<file path="config.mk">
export PLATFORM = sky130hd
export DESIGN_NAME = wave_config_spi_flat
export DESIGN_NICKNAME = d
export VERILOG_FILES = /design/src/rtl/wave_pkg.sv /design/src/rtl/wave_config_spi_if.sv /design/src/rtl/spi_input_sync.sv /design/src/rtl/wave_config_spi.sv /design/src/flat_wrapper.sv
export SDC_FILE = /design/constraint.sdc
export NUM_CORES = 1
export LEC_CHECK = 0
export ABC_AREA = 0
export CORE_MARGIN = 1
export CORE_UTILIZATION = 55
export CTS_BUF_LIST = sky130_fd_sc_hd__clkbuf_2 sky130_fd_sc_hd__clkbuf_4 sky130_fd_sc_hd__clkbuf_8
export CTS_CLUSTER_DIAMETER = 40
export DETAILED_ROUTE_END_ITERATION = 6
export PLACE_DENSITY = 0.76
export SYNTH_ARGS = -nofsm -noshare
export SYNTH_HDL_FRONTEND = slang
export SYNTH_SLANG_ARGS = --single-unit
export TNS_END_PERCENT = 1
</file>
<file path="constraint.sdc">
create_clock -name clk_i -period 1.7 [get_ports clk_i]
set_clock_uncertainty 0.2 [all_clocks]
set_input_delay 0.17 -clock clk_i [delete_from_list [all_inputs] [get_ports clk_i]]
set_output_delay 0.17 -clock clk_i [all_outputs]
set_load 0.1 [all_outputs]
</file>
<file path="src/rtl/wave_pkg.sv">
// wave_pkg: shared constants for the waveform-generator configuration slave.
//   - opcode encodings carried in cmd[7:6] of an SPI command frame
//   - waveform select encodings driven on waveform_o
//   - readback ID constant returned for the no-op opcode
//   - FSM state encoding of wave_config_spi
package wave_pkg;

  localparam logic [1:0] OP_PHASE     = 2'b00;
  localparam logic [1:0] OP_AMPLITUDE = 2'b01;
  localparam logic [1:0] OP_MODE      = 2'b10;
  localparam logic [1:0] OP_NOP       = 2'b11;

  localparam logic [1:0] WF_SINE      = 2'b00;
  localparam logic [1:0] WF_SQUARE    = 2'b01;
  localparam logic [1:0] WF_SAWTOOTH  = 2'b10;
  localparam logic [1:0] WF_TRIANGLE  = 2'b11;

  localparam logic [7:0] READBACK_ID  = 8'hA5;

  typedef enum logic [1:0] {
    ST_IDLE    = 2'b00,
    ST_SHIFT   = 2'b01,
    ST_EXEC    = 2'b10,
    ST_WAIT_CS = 2'b11
  } state_e;

endpackage

</file>
<file path="src/rtl/wave_config_spi_if.sv">
// wave_config_spi_if: configuration port of the waveform generator.
//   data_o                 signed phase/amplitude value, held between writes
//   set_phase_strobe_o     one-cycle write strobe for the phase register
//   set_amplitude_strobe_o one-cycle write strobe for the amplitude register
//   waveform_o             waveform select (sine/square/sawtooth/triangle)
//   enable_o               generator enable
// Handshake: there is no ready. A strobe is a single-cycle valid; the consumer
// must take data_o in the same clk_i cycle the strobe is high. The two strobes
// are never high together. waveform_o/enable_o are levels, no strobe.
// Modports: master = configuration source (wave_config_spi), slave = generator.
interface wave_config_spi_if #(
  parameter int N_FRAC = 7
) ();
  logic signed [N_FRAC:0] data_o;
  logic                   set_phase_strobe_o;
  logic                   set_amplitude_strobe_o;
  logic [1:0]             waveform_o;
  logic                   enable_o;

  modport master (
    output data_o, set_phase_strobe_o, set_amplitude_strobe_o, waveform_o, enable_o
  );

  modport slave (
    input data_o, set_phase_strobe_o, set_amplitude_strobe_o, waveform_o, enable_o
  );
endinterface

</file>
<file path="src/rtl/spi_input_sync.sv">
// spi_input_sync: two-flop synchroniser plus one history flop for one
// asynchronous SPI line, with edge detection in the clk_i domain.
//   clk_i, rst_i  system clock, synchronous active-high reset
//   d_i           asynchronous input line
//   level_o       synchronised level (second flop)
//   rise_o        one-cycle pulse on a synchronised 0->1 transition
//   fall_o        one-cycle pulse on a synchronised 1->0 transition
// RST_VAL is the level all three flops take in reset, so no edge is seen
// while leaving reset unless the line really moves.
module spi_input_sync #(
  parameter logic RST_VAL = 1'b0
) (
  input  logic clk_i,
  input  logic rst_i,
  input  logic d_i,
  output logic level_o,
  output logic rise_o,
  output logic fall_o
);
  logic s1_q, s2_q, s3_q;

  always_ff @(posedge clk_i) begin
    if (rst_i) begin
      s1_q <= RST_VAL;
      s2_q <= RST_VAL;
      s3_q <= RST_VAL;
    end else begin
      s1_q <= d_i;
      s2_q <= s1_q;
      s3_q <= s2_q;
    end
  end

  assign level_o = s2_q;
  assign rise_o  = s2_q & ~s3_q;
  assign fall_o  = ~s2_q & s3_q;
endmodule

</file>
<file path="src/rtl/wave_config_spi.sv">
// wave_config_spi: SPI mode-0 slave turning 16-bit command frames
// (command byte, payload byte, MSB first) into configuration writes for the
// waveform generator.
//   clk_i, rst_i   system clock (>= 4x SCLK), synchronous active-high reset
//   sclk_i, cs_n_i, mosi_i  asynchronous SPI inputs
//   miso_o         readback serial output (0 unless readback is built in)
//   cfg            configuration port, master side (see wave_config_spi_if)
//   state_o        current FSM state, for observation
// Optional feature: define WAVE_CONFIG_READBACK_EN to add phase/amplitude
// shadow registers and shift a readback byte out on miso_o during byte 1.
module wave_config_spi
  import wave_pkg::*;
#(
  parameter int N_FRAC = 7
) (
  input  logic                clk_i,
  input  logic                rst_i,
  input  logic                sclk_i,
  input  logic                cs_n_i,
  input  logic                mosi_i,
  output logic                miso_o,
  wave_config_spi_if.master   cfg,
  output state_e              state_o
);
  localparam int W = N_FRAC + 1;

  logic sclk_level, sclk_rise, sclk_fall;
  logic cs_n_level, cs_rise, cs_fall;
  logic mosi_level, mosi_rise, mosi_fall;
  logic cs_active;

  spi_input_sync #(.RST_VAL(1'b0)) u_sync_sclk (
    .clk_i(clk_i), .rst_i(rst_i), .d_i(sclk_i),
    .level_o(sclk_level), .rise_o(sclk_rise), .fall_o(sclk_fall)
  );

  // cs_n resets to "selected" so a frame already running at reset release
  // is not mistaken for a fresh one; armed_q then waits for a real high.
  spi_input_sync #(.RST_VAL(1'b0)) u_sync_cs (
    .clk_i(clk_i), .rst_i(rst_i), .d_i(cs_n_i),
    .level_o(cs_n_level), .rise_o(cs_rise), .fall_o(cs_fall)
  );

  spi_input_sync #(.RST_VAL(1'b0)) u_sync_mosi (
    .clk_i(clk_i), .rst_i(rst_i), .d_i(mosi_i),
    .level_o(mosi_level), .rise_o(mosi_rise), .fall_o(mosi_fall)
  );

  assign cs_active = ~cs_n_level;

  state_e          state_q, state_d;
  logic [3:0]      cnt_q, cnt_d;
  logic [7:0]      shift_q, shift_d;
  logic [1:0]      op_q, op_d;
  logic            armed_q, armed_d;
  logic [W-1:0]    data_q, data_d;
  logic            ps_q, ps_d;
  logic            as_q, as_d;
  logic [1:0]      wf_q, wf_d;
  logic            en_q, en_d;

  always_ff @(posedge clk_i) begin
    if (rst_i) begin
      state_q <= ST_IDLE;
      cnt_q   <= 4'd0;
      shift_q <= 8'd0;
      op_q    <= OP_NOP;
      armed_q <= 1'b0;
      data_q  <= '0;
      ps_q    <= 1'b0;
      as_q    <= 1'b0;
      wf_q    <= WF_SINE;
      en_q    <= 1'b0;
    end else begin
      state_q <= state_d;
      cnt_q   <= cnt_d;
      shift_q <= shift_d;
      op_q    <= op_d;
      armed_q <= armed_d;
      data_q  <= data_d;
      ps_q    <= ps_d;
      as_q    <= as_d;
      wf_q    <= wf_d;
      en_q    <= en_d;
    end
  end

  always_comb begin
    state_d = state_q;
    cnt_d   = cnt_q;
    shift_d = shift_q;
    op_d    = op_q;
    armed_d = armed_q | ~cs_active;
    data_d  = data_q;
    ps_d    = 1'b0;
    as_d    = 1'b0;
    wf_d    = wf_q;
    en_d    = en_q;

    case (state_q)
      ST_IDLE: begin
        if (cs_active && armed_q) begin
          cnt_d   = 4'd0;
          state_d = ST_SHIFT;
        end
      end
      ST_SHIFT: begin
        if (!cs_active) begin
          state_d = ST_IDLE;
        end else if (sclk_rise) begin
          // Only the payload byte is kept in the shifter; the opcode is
          // lifted out of it when the command byte completes.
          shift_d = {shift_q[6:0], mosi_level};
          cnt_d   = cnt_q + 4'd1;
          if (cnt_q == 4'd7) op_d = shift_q[6:5];
          if (cnt_q == 4'd15) state_d = ST_EXEC;
        end
      end
      ST_EXEC: begin
        case (op_q)
          OP_PHASE: begin
            data_d = W'($signed(shift_q));
            ps_d   = 1'b1;
          end
          OP_AMPLITUDE: begin
            data_d = W'($signed(shift_q));
            as_d   = 1'b1;
          end
          OP_MODE: begin
            wf_d = shift_q[1:0];
            en_d = shift_q[2];
          end
          default: ;
        endcase
        state_d = ST_WAIT_CS;
      end
      ST_WAIT_CS: begin
        if (!cs_active) state_d = ST_IDLE;
      end
      default: state_d = ST_IDLE;
    endcase
  end

  assign cfg.data_o                 = data_q;
  assign cfg.set_phase_strobe_o     = ps_q;
  assign cfg.set_amplitude_strobe_o = as_q;
  assign cfg.waveform_o             = wf_q;
  assign cfg.enable_o               = en_q;
  assign state_o                    = state_q;

`ifdef WAVE_CONFIG_READBACK_EN
  logic [W-1:0] phase_sh_q, amp_sh_q;
  logic [7:0]   rb_q, rb_sel;
  logic         miso_q;
  logic         rb_load, rb_shift, exec;

  assign exec     = (state_q == ST_EXEC);
  assign rb_load  = (state_q == ST_SHIFT) && cs_active && sclk_rise && (cnt_q == 4'd7);
  assign rb_shift = (state_q == ST_SHIFT) && cs_active && sclk_fall && cnt_q[3];

  // Opcode bits sit in shift_q[6:5] on the rise that completes the command.
  always_comb begin
    rb_sel = 8'h00;
    case (shift_q[6:5])
      OP_PHASE:     rb_sel = 8'(phase_sh_q);
      OP_AMPLITUDE: rb_sel = 8'(amp_sh_q);
      OP_MODE:      rb_sel = {5'b0, en_q, wf_q};
      default:      rb_sel = READBACK_ID;
    endcase
  end

  always_ff @(posedge clk_i) begin
    if (rst_i) begin
      phase_sh_q <= '0;
      amp_sh_q   <= '0;
      rb_q       <= 8'h00;
      miso_q     <= 1'b0;
    end else begin
      if (state_q == ST_IDLE) miso_q <= 1'b0;
      if (rb_load) begin
        rb_q <= rb_sel;
      end else if (rb_shift) begin
        miso_q <= rb_q[7];
        rb_q   <= {rb_q[6:0], 1'b0};
      end
      if (exec && op_q == OP_PHASE)     phase_sh_q <= W'($signed(shift_q));
      if (exec && op_q == OP_AMPLITUDE) amp_sh_q   <= W'($signed(shift_q));
    end
  end

  assign miso_o = miso_q;
`else
  assign miso_o = 1'b0;
`endif

  logic unused_sync;
  assign unused_sync = &{1'b0, sclk_level, sclk_fall, cs_rise, cs_fall, mosi_rise, mosi_fall};

endmodule

</file>
<file path="src/flat_wrapper.sv">
// flat-port wrapper written by rule: the top's interface ports become plain ports
module wave_config_spi_flat import wave_pkg::*;
#(
  parameter int N_FRAC = 7
)
  (clk_i, rst_i, sclk_i, cs_n_i, mosi_i, miso_o, state_o, cfg_data_o, cfg_set_phase_strobe_o, cfg_set_amplitude_strobe_o, cfg_waveform_o, cfg_enable_o);
  wave_config_spi_if #(.N_FRAC(N_FRAC)) cfg_i ();
  input  logic clk_i;
  input  logic rst_i;
  input  logic sclk_i;
  input  logic cs_n_i;
  input  logic mosi_i;
  output logic miso_o;
  output state_e state_o;
  output wire logic [$bits(cfg_i.data_o)-1:0] cfg_data_o;
  output wire logic [$bits(cfg_i.set_phase_strobe_o)-1:0] cfg_set_phase_strobe_o;
  output wire logic [$bits(cfg_i.set_amplitude_strobe_o)-1:0] cfg_set_amplitude_strobe_o;
  output wire logic [$bits(cfg_i.waveform_o)-1:0] cfg_waveform_o;
  output wire logic [$bits(cfg_i.enable_o)-1:0] cfg_enable_o;
  assign cfg_data_o = cfg_i.data_o;
  assign cfg_set_phase_strobe_o = cfg_i.set_phase_strobe_o;
  assign cfg_set_amplitude_strobe_o = cfg_i.set_amplitude_strobe_o;
  assign cfg_waveform_o = cfg_i.waveform_o;
  assign cfg_enable_o = cfg_i.enable_o;
  wave_config_spi #(.N_FRAC(N_FRAC)) u_core (.clk_i(clk_i), .rst_i(rst_i), .sclk_i(sclk_i), .cs_n_i(cs_n_i), .mosi_i(mosi_i), .miso_o(miso_o), .cfg(cfg_i), .state_o(state_o));
endmodule
</file>
==> results.yml, run 1 <==
floorplan:
  rows: 18
  die_x_um: 53.6
  ioPinCount: 21
  die_h_um: 53.6
  die_area_um2: 2870
  start_util: 0.586
  coreArea_um2: 2500
logic_synthesis:
  yosysWarningCount: 0
  ys.flop_type: "dfxtp_1"
  synth_seq_cells: 37
  postSynth.asyncResetShare: 0
  synth_cell_types: 32
  syn_inst: 149
  syn_nets: 155
  syn_area_per_cell_um2: 9.83
  netlist_area_um2: 1470
  seq_area_frac_synth: 0.506
  synth_edf_count: 0
clocking:
  h-tree-depth: 2
  post-cts-setup-buffers: 0
  cts_sinks: 37
  clkSlewWorstSetupHoldPaths_ns: 0.10
  cts_buffer_depth: 2
  holdBufCountCts: 0
  cts.repair.resized: 0
  cts_tree: "built"
  clockRootBuffer: "clkbuf_4"
  clock_latency_ns: 0.34
  cts_buffers: 5
sta:
  drv_slew: 0
  final.setup.tns_ns: 0
  holdWs_ns: 0.176
  finalHoldViolations: 0
  rsz0062_at_grt: "false"
  period_needed_ns: 1.56
  worst_slack_ns: 0.140
  fin_crit_sh: 0.917
  clock.fmax_mhz: 641
  final-setup-viol-count: 0
global_routing:
  antenna_found_initial: 0
  grt_overflow: 0
  grt_pass1_vias: 1093
  grt_start_max_net_pins: 30
  grt_usage: 0.231
  grt_pass1_wl_mm: 4.64
worst_setup_path:
  critical_path_required_ns: 1.77
  critical_path_class: "register to register"
  critPathCaptureType: "register"
  cp.arrival_ns: 1.63
  critical_path_peak_fanout: 10
  startpoint_type: "register"
  rrSetupSlack_ns: 0.14
power_and_ir_drop:
  finalPower_mw: 1.64
  ir_worst_vdd_mv: 0.833
  p_leak_nw: 0.727
  p_per_area_nw_per_um2: 852
place:
  gp_congestion: 0.810
  dp_hpwl_mm: 1.96
  place_area_um2: 1840
  place_inst: 193
  pre_cts_ws_ns: 0.173
  portBuffers: 19
route:
  drtPass1Iterations: 4
  vias_per_cell: 5.59
  drt_iter0_markers: 22
  finalWirelength_mm: 2.78
  drtAntennaViolNets: 0
  vias: 1123
  drc: 0
  wl_per_cell_um: 13.9
job:
  maxCapViolations: 0
cells_and_area:
  instances_no_fill: 201
  synthToLayoutAreaGrowth_pct: 31.7
  drive_above_1_share: 0.211
  multi_input_area_um2: 644
  post-route-util: 0.772
  seq_area_um2: 746
  postLayoutCellArea_um2: 1930
  fin_nets: 176
  nFillCells: 173
  diodes: 0
outcome:
  outcome: "completed"
worst_hold_path:
  hold_class: "primary input to register"
worst paths after layout:
| kind | cells after the start | end | start |
|---|---|---|---|
| max | 3 | u_core.op_q[1] | u_core.u_sync_cs.level_o |
| min | 2 | u_core.u_sync_mosi.s1_q | mosi_i |
| max reg2reg | 3 | u_core.op_q[1] | u_core.u_sync_cs.level_o |
| min reg2reg | 1 | u_core.u_sync_sclk.level_o | u_core.u_sync_sclk.s1_q |
synth_stat cells, types with 2 or more instances:
cell / number / area share
buf_2: 4 / 0.014
nor2b_1: 8 / 0.034
o211a_1: 2 / 0.014
nor2_1: 18 / 0.046
nor3b_1: 2 / 0.010
buf_6: 2 / 0.015
clkbuf_1: 4 / 0.010
o21ai_1: 9 / 0.031
nand2_1: 2 / 0.0051
nand3b_1: 4 / 0.020
dfxtp_1: 37 / 0.51
and3_1: 2 / 0.0085
nand3_1: 11 / 0.038
inv_1: 3 / 0.0077
mux2i_1: 16 / 0.11
a21oi_1: 9 / 0.031
layer usage:
layer | up-vias | track usage | wire length (µm)
met3 | 5 | 0.0621 | 113
met5 | - | 0 | 0
li1 | 560 | - | -
met1 | 528 | 0.276 | 1270
met4 | 0 | 0.105 | 30
met2 | 30 | 0.385 | 1370
cell usage in the layout, fill, tap and decap left out, types with 2 or more instances in the layout:
cell type        Yosys  routed
nand3_1             11      11
buf_4                1       5
nor2b_1              8       8
and3_1               2       2
inv_1                3       3
dfxtp_1             37      35
a21oi_1              9       9
mux2i_1             16      16
buf_12               0      16
clkdlybuf4s50_1      0       4
o21ai_1              9       9
o211a_1              2       2
nand3b_1             4       4
nor2_1              18      18
clkbuf_4             0       6
nor3b_1              2       2
nand2_1              2       2
power by group:
part / internal [mW] / total, mW / leakage, nW / switching [mW]
clock network: 0.367 / 0.653 / 0.0489 / 0.285
logic: 0.0395 / 0.0996 / 0.377 / 0.0602
registers: 0.879 / 0.892 / 0.301 / 0.0128
logic make-up after synthesis:
family / synth area share
compound gates: 0.108
fa+ha+maj: 0.00854
buf+inv: 0.0546
flops: 0.506
mux: 0.109
other cells: 0.00256
simple gates: 0.212
worst max-delay path: stages (launching register included):
cell and delay [ns]:
dfxtp_1 0.40, or2_1 0.38, nor4_4 0.31, mux2i_1 0.21
sequential cells by signal, summed over array words and instances (netlist names), named ones only:
name and flops:
u_core.cfg.data_o 8, u_core.shift_q 8, u_core.cnt_q 4, u_core.cfg.waveform_o 2
u_core.op_q 2, u_core.armed_q 1, u_core.cfg.enable_o 1, u_core.cfg.set_amplitude_strobe_o 1
u_core.cfg.set_phase_strobe_o 1, u_core.state_o 1, u_core.u_sync_cs.level_o 1, u_core.u_sync_cs.s1_q 1
u_core.u_sync_mosi.level_o 1, u_core.u_sync_mosi.s1_q 1, u_core.u_sync_sclk.level_o 1, u_core.u_sync_sclk.s1_q 1
u_core.u_sync_sclk.s3_q 1
final cells by class:
class	count	area share
sequential	37	0.387
multi-input combinational	97	0.334
timing repair buffer	25	0.206
clock buffer	7	0.0305
tap	30	0.0195
clock inverter	1	0.0156
inverter	4	0.00778
No activity file was read; power rests on OpenSTA's default activity.
==> run 2: changes to the inputs <==
--- a/config.mk
+++ b/config.mk
@@ -12,6 +12,7 @@
 export CTS_CLUSTER_DIAMETER = 40
 export DETAILED_ROUTE_END_ITERATION = 6
 export PLACE_DENSITY = 0.76
+export SKIP_LAST_GASP = 1
 export SYNTH_ARGS = -nofsm -noshare
 export SYNTH_HDL_FRONTEND = slang
 export SYNTH_SLANG_ARGS = --single-unit
==> results of run 2 <==
The final DEF is identical to that of run 1; final timing and power are the same.
==> run 3: changes to the inputs <==
--- a/config.mk
+++ b/config.mk
@@ -10,9 +10,11 @@
 export CORE_UTILIZATION = 55
 export CTS_BUF_LIST = sky130_fd_sc_hd__clkbuf_2 sky130_fd_sc_hd__clkbuf_4 sky130_fd_sc_hd__clkbuf_8
 export CTS_CLUSTER_DIAMETER = 40
+export CTS_CLUSTER_SIZE = 24
 export DETAILED_ROUTE_END_ITERATION = 6
 export PLACE_DENSITY = 0.76
 export SKIP_LAST_GASP = 1
+export SLEW_MARGIN = 0
 export SYNTH_ARGS = -nofsm -noshare
 export SYNTH_HDL_FRONTEND = slang
 export SYNTH_SLANG_ARGS = --single-unit
==> results of run 3 <==
The final DEF is identical to that of run 1; final timing and power are the same.
